<file path="config.mk">
export PLATFORM = sky130hd
export DESIGN_NAME = int_ctrl
export DESIGN_NICKNAME = d
export VERILOG_FILES = /design/src/rtl/int_ctrl_pkg.sv /design/src/rtl/int_src_cell.sv /design/src/rtl/int_ctrl.sv
export SDC_FILE = /design/constraint.sdc
export NUM_CORES = 1
export LEC_CHECK = 0
export CAP_MARGIN = 30
export CORE_ASPECT_RATIO = 1.25
export CORE_MARGIN = 3
export CORE_UTILIZATION = 28
export DETAILED_ROUTE_END_ITERATION = 12
export PLACE_DENSITY = 0.95
export SKIP_LAST_GASP = 1
export SLEW_MARGIN = 5
export SYNTH_ARGS = -nofsm -noshare
export SYNTH_HDL_FRONTEND = slang
export SYNTH_SLANG_ARGS = --single-unit
</file>
<file path="constraint.sdc">
create_clock -name clk -period 3.1 [get_ports clk]
set_input_delay 0.31 -clock clk [delete_from_list [all_inputs] [get_ports clk]]
set_output_delay 0.31 -clock clk [all_outputs]
set_load 0.02 [all_outputs]
</file>
<file path="src/rtl/int_ctrl_pkg.sv">
// ---------------------------------------------------------------------------
// int_ctrl_pkg
// Shared constants for the memory-mapped interrupt controller and the bridge
// that places it in the address map.
//   INTC_PEND/MASK/MODE/CLAIM : word offsets decoded from Addr[3:2]
//   INTC_BASE_ADDR            : byte base address of the device window
//   SRC_TC0/SRC_TC1/SRC_EXT   : bit positions of the sources on irq_in
// ---------------------------------------------------------------------------
package int_ctrl_pkg;

   localparam logic [1:0] INTC_PEND  = 2'd0;
   localparam logic [1:0] INTC_MASK  = 2'd1;
   localparam logic [1:0] INTC_MODE  = 2'd2;
   localparam logic [1:0] INTC_CLAIM = 2'd3;

   // Third device behind the bridge, directly after the two timer windows.
   localparam logic [31:0] INTC_BASE_ADDR = 32'h0000_7F20;

   localparam int SRC_TC0 = 0;
   localparam int SRC_TC1 = 1;
   localparam int SRC_EXT = 2;

endpackage

</file>
<file path="src/rtl/int_src_cell.sv">
// ---------------------------------------------------------------------------
// int_src_cell
// One interrupt source: mode bit, previous-sample flop and pending flop.
//   clk, reset : system clock, synchronous active-high reset
//   irq_in     : raw request for this source (synchronous to clk)
//   mode_we    : MODE register written on this edge
//   mode_din   : new mode bit (1 = edge, 0 = level)
//   clr        : W1C or EOI aimed at this source on this edge
//   pend       : pending flag
//   mode       : current mode bit
// ---------------------------------------------------------------------------
module int_src_cell (
   input  logic clk,
   input  logic reset,
   input  logic irq_in,
   input  logic mode_we,
   input  logic mode_din,
   input  logic clr,
   output logic pend,
   output logic mode
);

   logic pend_reg, pend_next;
   logic prev_reg;
   logic mode_reg, mode_next;

   always_comb begin
      pend_next = pend_reg;
      mode_next = mode_we ? mode_din : mode_reg;
      if (mode_we && mode_din && !mode_reg) begin
         // Level to edge: start clean. prev tracks irq_in in every mode, so
         // a line already held high is not seen as a fresh rise next edge.
         pend_next = 1'b0;
      end else if (mode_reg) begin
         // Edge mode: a new rise beats a clear on the same edge.
         pend_next = (irq_in && !prev_reg) || (pend_reg && !clr);
      end else begin
         pend_next = irq_in;
      end
   end

   always_ff @(posedge clk) begin
      if (reset) begin
         pend_reg <= 1'b0;
         prev_reg <= 1'b0;
         mode_reg <= 1'b0;
      end else begin
         pend_reg <= pend_next;
         prev_reg <= irq_in;
         mode_reg <= mode_next;
      end
   end

   assign pend = pend_reg;
   assign mode = mode_reg;

endmodule

</file>
<file path="src/rtl/int_ctrl.sv">
// ---------------------------------------------------------------------------
// int_ctrl
// Interrupt controller slave on the bridge: per-source edge/level latching,
// software mask and a fixed-priority claim register (lowest index wins).
//   clk, reset : system clock, synchronous active-high reset
//   irq_in     : raw requests, bit i = source i
//   Addr       : word address from the bridge; register chosen by Addr[3:2]
//   WE, Din    : write strobe (already range-decoded) and write data
//   Dout       : combinational read of the selected register
//   int_out    : pend & mask, drives CPU HWInt[NSRC-1:0]
//   irq_any    : OR of int_out
// ---------------------------------------------------------------------------
module int_ctrl
   import int_ctrl_pkg::*;
#(
   parameter int NSRC = 3,
   parameter int IDW  = 3
) (
   input  logic            clk,
   input  logic            reset,
   input  logic [NSRC-1:0] irq_in,
   input  logic [29:0]     Addr,
   input  logic            WE,
   input  logic [31:0]     Din,
   output logic [31:0]     Dout,
   output logic [NSRC-1:0] int_out,
   output logic            irq_any
);

   logic [1:0]      reg_off;
   logic            wr_pend, wr_mask, wr_mode, wr_claim;
   logic [NSRC-1:0] pend, mode, clr;
   logic [NSRC-1:0] mask_reg;
   logic [IDW-1:0]  claim_id;
   logic            unused_bits;

   assign reg_off  = Addr[3:2];
   assign wr_pend  = WE && (reg_off == INTC_PEND);
   assign wr_mask  = WE && (reg_off == INTC_MASK);
   assign wr_mode  = WE && (reg_off == INTC_MODE);
   assign wr_claim = WE && (reg_off == INTC_CLAIM);

   // Only the low address and data bits carry meaning.
   assign unused_bits = ^{Addr[29:4], Addr[1:0], Din};

   generate
      for (genvar gi = 0; gi < NSRC; gi++) begin : g_src
         // EOI ids >= NSRC match no cell and are therefore ignored; the
         // cell itself disregards clears while in level mode.
         assign clr[gi] = (wr_pend && Din[gi]) ||
                          (wr_claim && (Din[IDW-1:0] == IDW'(gi)));

         int_src_cell u_cell (
            .clk      (clk),
            .reset    (reset),
            .irq_in   (irq_in[gi]),
            .mode_we  (wr_mode),
            .mode_din (Din[gi]),
            .clr      (clr[gi]),
            .pend     (pend[gi]),
            .mode     (mode[gi])
         );
      end
   endgenerate

   always_ff @(posedge clk) begin
      if (reset) begin
         mask_reg <= '0;
      end else if (wr_mask) begin
         mask_reg <= Din[NSRC-1:0];
      end
   end

   assign int_out = pend & mask_reg;
   assign irq_any = |int_out;

   // Scan from the top down so the lowest active index is the final value.
   always_comb begin
      claim_id = '0;
      for (int i = NSRC - 1; i >= 0; i--) begin
         if (int_out[i]) begin
            claim_id = IDW'(i);
         end
      end
   end

   always_comb begin
      Dout = '0;
      case (reg_off)
         INTC_PEND:  Dout = 32'(pend);
         INTC_MASK:  Dout = 32'(mask_reg);
         INTC_MODE:  Dout = 32'(mode);
         INTC_CLAIM: Dout = {irq_any, {(31 - IDW){1'b0}}, claim_id};
         default:    Dout = '0;
      endcase
   end

endmodule

</file>
==> out/qor.log, run 1 <==
INFO  global_route   number_of_antenna_violations_at_the_first_check_in_global_routing=0
INFO  route          initial_drt_markers=16
INFO  placement      gpl.final_weighted_congestion=0.747
INFO  synth          postSynthAreaPerCell=8.08squm
INFO  pwr            seq_power_share=44.0%
INFO  clock_network  htree_num_levels=1
INFO  route          vias_per_cell=4.23
INFO  clock_network  cts-hold-fix-buffers=0
INFO  synth          yosys_register_bits=12
INFO  pwr            switching_power=0.116mW
INFO  clock_network  ctsLongestPathBuffers=2
INFO  pwr            power.share.switching=30.6%
INFO  pwr            power.clock.fraction=33.4%
INFO  synth          ys.flop_type=sky130_fd_sc_hd__dfxtp_1
INFO  worst_setup_path critPathMaxFanout=11
INFO  synth          yosys.area.top_type=sky130_fd_sc_hd__dfxtp_1
INFO  timing         layout_worst_path_cycle_share=80.6%
INFO  die            die_width=55.2um
INFO  clock_network  clock-sinks=12
INFO  synth          ys_types=25
INFO  timing         finalClockSkew=0.00310ns
INFO  synth          synth_warnings=0
INFO  synth          yosys.area.top_type_share=28.3%
INFO  clock_network  clk_pin_slew_worst_paths=0.07ns
INFO  placement      hpwl=1170um
INFO  clock_network  post_cts.resized_instances=0
INFO  die            die_h=67.5um
INFO  hold_path      hold_path.startpoint=mask_reg[0]
INFO  clock_network  tritoncts=built
INFO  die            placement_rows=21
INFO  worst_setup_path worstSetupStartpoint=Addr[2]
INFO  global_route   grt_util_met3=2.87%
INFO  global_route   globalRoute.busiestLayer=met2
INFO  worst_setup_path end_kind=output port
INFO  global_route   grt_remaining_overflow=0
INFO  finish         post_route_cells_drive_above_1_share=4.84%
INFO  global_route   grt.total_usage=7.65%
INFO  worst_setup_path path_class=input port to output port
INFO  worst_setup_path required=2.79ns
INFO  synth          syn_area=848squm
INFO  die            start_util=30.5%
INFO  finish         syn2layout_area_growth=15.9%
INFO  timing         setup_viol_count_final=0
INFO  timing         timing.final.hold_violations=0
INFO  timing         setup_total_negative_slack=0ns
INFO  worst_setup_path worst_setup_path_start_kind=input port
INFO  finish         n_antenna_cell=0
INFO  die            die_area=3730squm
INFO  clock_network  clock_tree.root_cell=sky130_fd_sc_hd__clkbuf_4
INFO  route          drc=0
INFO  synth          synth_sequential_area_ratio=28.3%
INFO  timing         finalHoldWorstSlack=0.529ns
INFO  finish         final_net_count=193
INFO  route          vias=668
INFO  placement      place_inst=154
INFO  worst_setup_path reg2reg_slack=2.11ns
INFO  synth          yosys-top-cells-area=sky130_fd_sc_hd__dfxtp_1 (28%), sky130_fd_sc_hd__buf_4 (25%), sky130_fd_sc_hd__mux2i_1 (8.3%), sky130_fd_sc_hd__nand2_1 (4.9%), sky130_fd_sc_hd__nor2_1 (4.0%)
INFO  pwr            leakage=0.473nW
INFO  timing         slew_violations=0
INFO  hold_path      min-delay-path-class=flip-flop to flip-flop
INFO  die            placeableCoreArea=2790squm
INFO  global_route   grt_pass1_vias=502
INFO  global_route   grt_use_met2=10.8%
INFO  timing         finalWorstPathRequiredPeriod=2.50ns
INFO  job            max_cap_violations=0
INFO  placement      io_buffer_count=18
INFO  worst_setup_path worstReg2RegStart=g_src[1].u_cell.mode
INFO  pwr            power.density_cell_area=385nW/um^2
INFO  clock_network  cts_inserted_buffers=3
INFO  clock_network  postCtsSetupRepairBufs=0
INFO  route          routed_wl=1470um
INFO  pwr            p_int=0.262mW
INFO  finish         instances_no_fill=158
INFO  route          routedWlPerCell=9.31um
INFO  worst_setup_path arrival=2.19ns
INFO  synth          number_of_enable_flip_flop_cells_after_synthesis=0
INFO  global_route   met1_usage=9.51%
INFO  timing         grt_setup_unrepaired=false
INFO  route          drt.antenna.violating_nets=0
INFO  global_route   grt_first_pass_wirelength=2210um
INFO  timing         top_achievable_clock_speed=0.400GHz
INFO  synth          ys_async_sr_fraction=0%
INFO  die            pin_count=104
INFO  synth          synthesis.instances=105
INFO  global_route   grt_start_max_net_pins=13
INFO  outcome        run_status=finished, final reports clean
INFO  pwr            vdd_drop_max=0.213mV
INFO  route          firstDrtPassIters=4
INFO  pwr            comb_power_share=22.6%
INFO  clock_network  clk-insertion-delay-late=0.28ns
-- synthesized netlist by cell type, types with 3 or more instances --
master / n
sky130_fd_sc_hd__buf_4: 28
sky130_fd_sc_hd__dfxtp_1: 12
sky130_fd_sc_hd__nand2_1: 11
sky130_fd_sc_hd__nor2_1: 9
sky130_fd_sc_hd__mux2i_1: 7
sky130_fd_sc_hd__inv_1: 4
sky130_fd_sc_hd__nor2b_1: 4
sky130_fd_sc_hd__a22oi_1: 3
sky130_fd_sc_hd__a31oi_1: 3
sky130_fd_sc_hd__nand3b_1: 3
sky130_fd_sc_hd__nor3_1: 3
sky130_fd_sc_hd__nor3b_1: 3
sky130_fd_sc_hd__o21ai_0: 3
-- metal layers --
layer	up-vias	wire, um
li1	334	-
met3	5	174
met2	42	555
met1	287	702
met4	0	38
met5	-	0
-- worst max-delay path, cell delays in order --
cell and delay, ns:
sky130_fd_sc_hd__clkdlybuf4s50_1 0.60, sky130_fd_sc_hd__nand2b_1 0.24, sky130_fd_sc_hd__a21oi_1 0.18, sky130_fd_sc_hd__a41oi_1 0.06
sky130_fd_sc_hd__o21ai_0 0.17, sky130_fd_sc_hd__clkdlybuf4s50_1 0.63
-- path summary, 6_finish.rpt --
path,to,depth (start not counted)
worst max-delay path,Dout[1],6
worst min register to register,mask_reg[0],2
worst max register to register,g_src[1].u_cell.pend,4
worst min-delay path,mask_reg[0],2
-- power groups by stage --
stage | logic (mW) | clock network [mW] | registers (mW)
global placement | 0.0840 | 0 | 0.169
CTS | 0.0851 | 0.130 | 0.166
finish | 0.0857 | 0.126 | 0.166
floorplan | 0.0862 | 0 | 0.168
global route | 0.0918 | 0.136 | 0.167
detailed placement | 0.0849 | 0 | 0.170
-- stage by stage --
stage               total power [mW]  setup slack [ns]  utilization (%)  cell area (sq um)
floorplan                      0.254              1.53                -                950
global placement               0.253             0.644             34.0                947
detailed placement             0.255             0.600             34.0                947
CTS                            0.381             0.597             35.3                983
global route                   0.395             0.515             35.3                983
finish                         0.378             0.603             35.3                983
-- layout by cell type (no fill, tap or decap), types with 3 or more instances in the layout --
cell	instances
sky130_fd_sc_hd__a22oi_1	3
sky130_fd_sc_hd__nor2_1	9
sky130_fd_sc_hd__conb_1	28
sky130_fd_sc_hd__dfxtp_1	12
sky130_fd_sc_hd__nand3b_1	3
sky130_fd_sc_hd__nor3_1	3
sky130_fd_sc_hd__mux2i_1	7
sky130_fd_sc_hd__a31oi_1	3
sky130_fd_sc_hd__nor3b_1	3
sky130_fd_sc_hd__clkbuf_4	3
sky130_fd_sc_hd__nor2b_1	4
sky130_fd_sc_hd__nand2_1	11
sky130_fd_sc_hd__o21ai_0	3
sky130_fd_sc_hd__clkdlybuf4s50_1	18
sky130_fd_sc_hd__inv_1	4
-- cells by family (layout without fill, tap and decap cells) --
group,Yosys count,after routing,share of synthesized area [%]
AO/OA/AOI/OAI,11,11,8.26
buffers and inverters,34,26,28.3
flip-flops,12,12,28.3
multiplexers,8,8,10.9
other,1,28,0.442
AND/OR/NAND/NOR,39,39,23.7
-- final cells by class --
class                      count  area, sq um
sequential                    12          240
inverter                       4         15.0
tap                           34         42.5
multi-input combinational     86          469
fill                         284         1800
timing repair buffer          18          180
clock buffer                   4         36.3
(Power assumes the default switching activity.)
==> run 2, diff against run 1 <==
--- a/config.mk
+++ b/config.mk
@@ -8,9 +8,9 @@
 export CAP_MARGIN = 30
 export CORE_ASPECT_RATIO = 1.25
 export CORE_MARGIN = 3
-export CORE_UTILIZATION = 28
+export CORE_UTILIZATION = 26
 export DETAILED_ROUTE_END_ITERATION = 12
-export PLACE_DENSITY = 0.95
+export PLACE_DENSITY = 0.92
 export SKIP_LAST_GASP = 1
 export SLEW_MARGIN = 5
 export SYNTH_ARGS = -nofsm -noshare
==> constraint.sdc (replaced) <==
create_clock -name clk -period 2.3 [get_ports clk]
set_input_delay 0.23 -clock clk [delete_from_list [all_inputs] [get_ports clk]]
set_output_delay 0.23 -clock clk [all_outputs]
set_load 0.02 [all_outputs]
==> out/qor.log, run 2 (synthesis results as in run 1) <==
INFO  placement      io_buffer_count=18
INFO  timing         setup_viol_count_final=0
INFO  timing         layout_worst_path_cycle_share=93.7%
INFO  global_route   grt_first_pass_wirelength=2560um
INFO  finish         instances_no_fill=160
INFO  finish         final_net_count=194
INFO  clock_network  cts_inserted_buffers=3
INFO  clock_network  htree_num_levels=1
INFO  finish         syn2layout_area_growth=15.8%
INFO  die            pin_count=104
INFO  route          drc=0
INFO  timing         timing.final.hold_violations=0
INFO  route          vias=673
INFO  timing         finalWorstPathRequiredPeriod=2.16ns
INFO  pwr            vdd_drop_max=0.277mV
INFO  route          routed_wl=1520um
INFO  global_route   grt.total_usage=8.02%
INFO  die            die_h=69.9um
INFO  clock_network  tritoncts=built
INFO  clock_network  clk-insertion-delay-late=0.27ns
INFO  global_route   number_of_antenna_violations_at_the_first_check_in_global_routing=0
INFO  worst_setup_path arrival=1.93ns
INFO  hold_path      min-delay-path-class=flip-flop to flip-flop
INFO  pwr            leakage=0.484nW
INFO  placement      gpl.final_weighted_congestion=0.816
INFO  worst_setup_path end_kind=output port
INFO  timing         finalClockSkew=0.00531ns
INFO  timing         top_achievable_clock_speed=0.464GHz
INFO  outcome        run_status=finished, final reports clean
INFO  job            max_cap_violations=0
INFO  clock_network  clock-sinks=12
INFO  global_route   grt_start_max_net_pins=13
INFO  clock_network  clk_pin_slew_worst_paths=0.07ns
INFO  die            placement_rows=22
INFO  timing         setup_total_negative_slack=0ns
INFO  die            die_area=3990squm
INFO  worst_setup_path critPathMaxFanout=7
INFO  clock_network  ctsLongestPathBuffers=2
INFO  route          initial_drt_markers=13
INFO  global_route   grt_remaining_overflow=0
INFO  placement      place_inst=157
INFO  timing         grt_setup_unrepaired=false
INFO  die            die_width=57.1um
INFO  route          vias_per_cell=4.21
INFO  die            placeableCoreArea=3030squm
INFO  worst_setup_path path_class=input port to output port
INFO  route          firstDrtPassIters=4
INFO  clock_network  clock_tree.root_cell=sky130_fd_sc_hd__clkbuf_4
INFO  timing         slew_violations=0
INFO  pwr            power.density_cell_area=473nW/um^2
INFO  finish         post_route_cells_drive_above_1_share=4.84%
INFO  finish         layout.cells.most_common=sky130_fd_sc_hd__conb_1
INFO  finish         n_antenna_cell=0
INFO  worst_setup_path required=2.07ns
INFO  placement      hpwl=1190um
INFO  route          routedWlPerCell=9.49um
INFO  clock_network  post_cts.resized_instances=0
INFO  route          drt.antenna.violating_nets=0
INFO  worst_setup_path worst_setup_path_start_kind=input port
INFO  die            start_util=28.0%
INFO  clock_network  postCtsSetupRepairBufs=0
INFO  clock_network  cts-hold-fix-buffers=0
INFO  finish         layout.cells.most_common_list=sky130_fd_sc_hd__conb_1 (28), sky130_fd_sc_hd__clkdlybuf4s50_1 (17), sky130_fd_sc_hd__dfxtp_1 (12)
INFO  global_route   grt_pass1_vias=594
run 2: cell types whose count changed in the layout (fill, tap and decap cells not counted):
| cell | delta |
|---|---|
| sky130_fd_sc_hd__buf_4 | +1 |
| sky130_fd_sc_hd__clkbuf_8 | -1 |
| sky130_fd_sc_hd__clkdlybuf4s50_1 | -1 |
| sky130_fd_sc_hd__dlymetal6s2s_1 | +1 |
run 2: where the power goes:
group | switching [mW] | leakage, nW | internal (mW)
logic | 0.0757 | 0.372 | 0.0410
registers | 0.00650 | 0.0987 | 0.217
clock network | 0.0638 | 0.0138 | 0.0605
total | 0.146 | 0.484 | 0.319
run 2: per-stage QoR:
stage                     setup slack (ns)  utilization [%]  area [sq um]  hold slack, ns  power [mW]
final                                0.145             32.4           982           0.520       0.465
after floorplan                      0.894                -           950           0.302       0.343
after global routing                0.0128             32.4           982           0.565       0.496
after detailed placement             0.120             31.6           957           0.511       0.344
after CTS                            0.112             32.4           980           0.528       0.471
after global placement               0.126             31.6           957           0.494       0.343
run 2: path summary, 6_finish.rpt:
check,from,to,slack [ns],cells past startpoint
hold / removal,mask_reg[0],mask_reg[0],0.52,2
setup / recovery,Addr[2],Dout[2],0.14,6
setup reg to reg,g_src[1].u_cell.mode,g_src[1].u_cell.pend,1.36,4
hold reg to reg,mask_reg[0],mask_reg[0],0.52,2
run 2: cell type report:
| type | instances | area (sq um) |
|---|---|---|
| well taps | 36 | 45.0 |
| flip-flops and latches | 12 | 240 |
| repair buffers | 19 | 190 |
| fillers | 333 | 2050 |
| clock buffers | 3 | 22.5 |
| multi-input cells | 86 | 469 |
| inverters | 4 | 15.0 |
run 2: metal layers:
metal  part of all wire, %  global-route usage (%)  vias up  routed length, um
li1                      -                       -      334                  -
met3                    14                    3.33        2                215
met1                    46                    10.3      290                703
met4                  0.66                    3.87        0                 10
met5                     0                       0        -                  0
met2                    39                    11.4       47                589
run 2: worst max-delay path, cell delays in order:
cell,delay [ns]
sky130_fd_sc_hd__clkdlybuf4s50_1,0.52
sky130_fd_sc_hd__buf_4,0.21
sky130_fd_sc_hd__and2b_1,0.21
sky130_fd_sc_hd__nand2_1,0.06
sky130_fd_sc_hd__o21ai_0,0.07
sky130_fd_sc_hd__clkdlybuf4s50_1,0.62
==> run 3, diff against run 2 <==
--- a/config.mk
+++ b/config.mk
@@ -10,7 +10,8 @@
 export CORE_MARGIN = 3
 export CORE_UTILIZATION = 26
 export DETAILED_ROUTE_END_ITERATION = 12
-export PLACE_DENSITY = 0.92
+export MAX_ROUTING_LAYER = met4
+export PLACE_DENSITY = 0.8
 export SKIP_LAST_GASP = 1
 export SLEW_MARGIN = 5
 export SYNTH_ARGS = -nofsm -noshare
==> out/qor.log, run 3 (synthesis results as in run 1) <==
INFO  outcome        run_status=finished, final reports clean
INFO  timing         top_achievable_clock_speed=0.462GHz
INFO  clock_network  htree_num_levels=1
INFO  die            placement_rows=22
INFO  global_route   grt_start_max_net_pins=13
INFO  timing         finalClockSkew=0.00273ns
INFO  die            start_util=28.0%
INFO  finish         nFillCells=327
INFO  clock_network  ctsLongestPathBuffers=2
INFO  finish         layout.cells.most_common=sky130_fd_sc_hd__conb_1
INFO  finish         final_design_area_no_fill=993squm
INFO  worst_setup_path arrival=1.93ns
INFO  placement      pre_cts_slack=0.147ns
INFO  pwr            power.density_cell_area=514nW/um^2
INFO  clock_network  post_cts.resized_instances=0
INFO  route          routedWlPerCell=10.1um
INFO  die            die_area=3990squm
INFO  route          firstDrtPassIters=4
INFO  die            die_width=57.1um
INFO  pwr            power.clock.fraction=33.1%
INFO  clock_network  clock-sinks=12
INFO  worst_setup_path critPathMaxFanout=5
INFO  global_route   globalRoute.busiestLayer=met2
INFO  pwr            leakage=0.478nW
INFO  finish         seq_area=240squm
INFO  clock_network  cts-hold-fix-buffers=0
INFO  pwr            switching_power=0.156mW
INFO  pwr            seq_power_share=43.8%
INFO  finish         multi_input_area=469squm
INFO  global_route   number_of_antenna_violations_at_the_first_check_in_global_routing=0
INFO  clock_network  clock_tree.root_cell=sky130_fd_sc_hd__clkbuf_4
INFO  clock_network  clk_pin_slew_worst_paths=0.07ns
INFO  route          vias_per_cell=4.25
INFO  finish         post_route_cells_drive_above_1_share=5.60%
INFO  die            placeableCoreArea=3030squm
INFO  finish         syn2layout_area_growth=17.1%
INFO  timing         setup_ws=0.138ns
INFO  pwr            report.power.total=0.511mW
INFO  global_route   met1_usage=10.6%
INFO  route          routed_wl=1620um
INFO  clock_network  cts_inserted_buffers=3
INFO  job            max_cap_violations=0
INFO  global_route   grt_remaining_overflow=0
INFO  global_route   grt.total_usage=8.27%
INFO  finish         final_util=32.8%
INFO  clock_network  tritoncts=built
INFO  timing         slew_violations=0
INFO  clock_network  postCtsSetupRepairBufs=0
INFO  hold_path      min-delay-path-class=flip-flop to flip-flop
INFO  clock_network  clk-insertion-delay-late=0.27ns
INFO  finish         final_net_count=194
INFO  pwr            p_int=0.355mW
INFO  global_route   grt_util_met3=2.59%
INFO  timing         timing.final.hold_violations=0
INFO  route          initial_drt_markers=19
INFO  global_route   grt_pass1_vias=577
INFO  timing         grt_setup_unrepaired=false
INFO  die            die_h=69.9um
INFO  timing         setup_viol_count_final=0
INFO  global_route   grt_use_met2=11.3%
INFO  timing         setup_total_negative_slack=0ns
INFO  global_route   grt_first_pass_wirelength=2550um
INFO  worst_setup_path path_class=input port to output port
INFO  timing         layout_worst_path_cycle_share=94.0%
INFO  placement      hpwl=1190um
INFO  route          drt.antenna.violating_nets=0
INFO  placement      io_buffer_count=18
INFO  worst_setup_path required=2.07ns
INFO  route          drc=0
INFO  worst_setup_path reg2reg_slack=1.29ns
INFO  pwr            vdd_drop_max=0.278mV
INFO  placement      post_dp_cell_area=957squm
INFO  worst_setup_path worst_setup_path_start_kind=input port
INFO  pwr            power.share.switching=30.5%
INFO  worst_setup_path end_kind=output port
INFO  die            pin_count=104
INFO  finish         layout.cells.most_common_list=sky130_fd_sc_hd__conb_1 (28), sky130_fd_sc_hd__clkdlybuf4s50_1 (18), sky130_fd_sc_hd__dfxtp_1 (12)
INFO  placement      gpl.final_weighted_congestion=0.853
INFO  route          vias=685
INFO  pwr            comb_power_share=23.1%
INFO  finish         n_antenna_cell=0
INFO  timing         finalWorstPathRequiredPeriod=2.16ns
-- run 3: worst paths after layout --
check | to | startpoint | cells past startpoint
worst max-delay path | Dout[1] | Addr[2] | 6
worst min-delay path | mask_reg[0] | mask_reg[0] | 2
worst max register to register | g_src[1].u_cell.pend | g_src[1].u_cell.mode | 4
worst min register to register | mask_reg[0] | mask_reg[0] | 2
-- run 3: final cells by class --
class / count / share of cell area, %
Multi-Input combinational cell: 86 / 47.2
Sequential cell: 12 / 24.2
Timing Repair Buffer: 19 / 18.9
Tap cell: 36 / 4.53
Clock buffer: 4 / 3.65
Inverter: 4 / 1.51
-- run 3: critical path, cell delays in order --
cell and delay, ns:
sky130_fd_sc_hd__clkdlybuf4s50_1 0.50, sky130_fd_sc_hd__nand2b_1 0.19, sky130_fd_sc_hd__a21oi_1 0.19, sky130_fd_sc_hd__a41oi_1 0.06, sky130_fd_sc_hd__o21ai_0 0.15, sky130_fd_sc_hd__clkdlybuf4s50_1 0.62
-- run 3: routing by layer --
metal	vias to the layer above	part of all wire (%)
met5	-	0
met4	0	1.1
met3	4	12
met2	44	41
met1	300	46
li1	337	-
-- run 3: metrics by stage --
stage	instances	hold slack (ns)
2_1_floorplan	132	0.302
3_3_place_gp	157	0.502
3_5_place_dp	157	0.519
4_1_cts	161	0.538
5_1_grt	161	0.553
6_report	161	0.532
-- run 3: power groups by stage --
| stage | clock network (mW) | registers, mW | logic (mW) |
|---|---|---|---|
| 6_report | 0.169 | 0.224 | 0.118 |
| 5_1_grt | 0.184 | 0.225 | 0.127 |
| 4_1_cts | 0.176 | 0.224 | 0.117 |
| 3_5_place_dp | 0 | 0.229 | 0.116 |
| 3_3_place_gp | 0 | 0.228 | 0.115 |
| 2_1_floorplan | 0 | 0.227 | 0.116 |
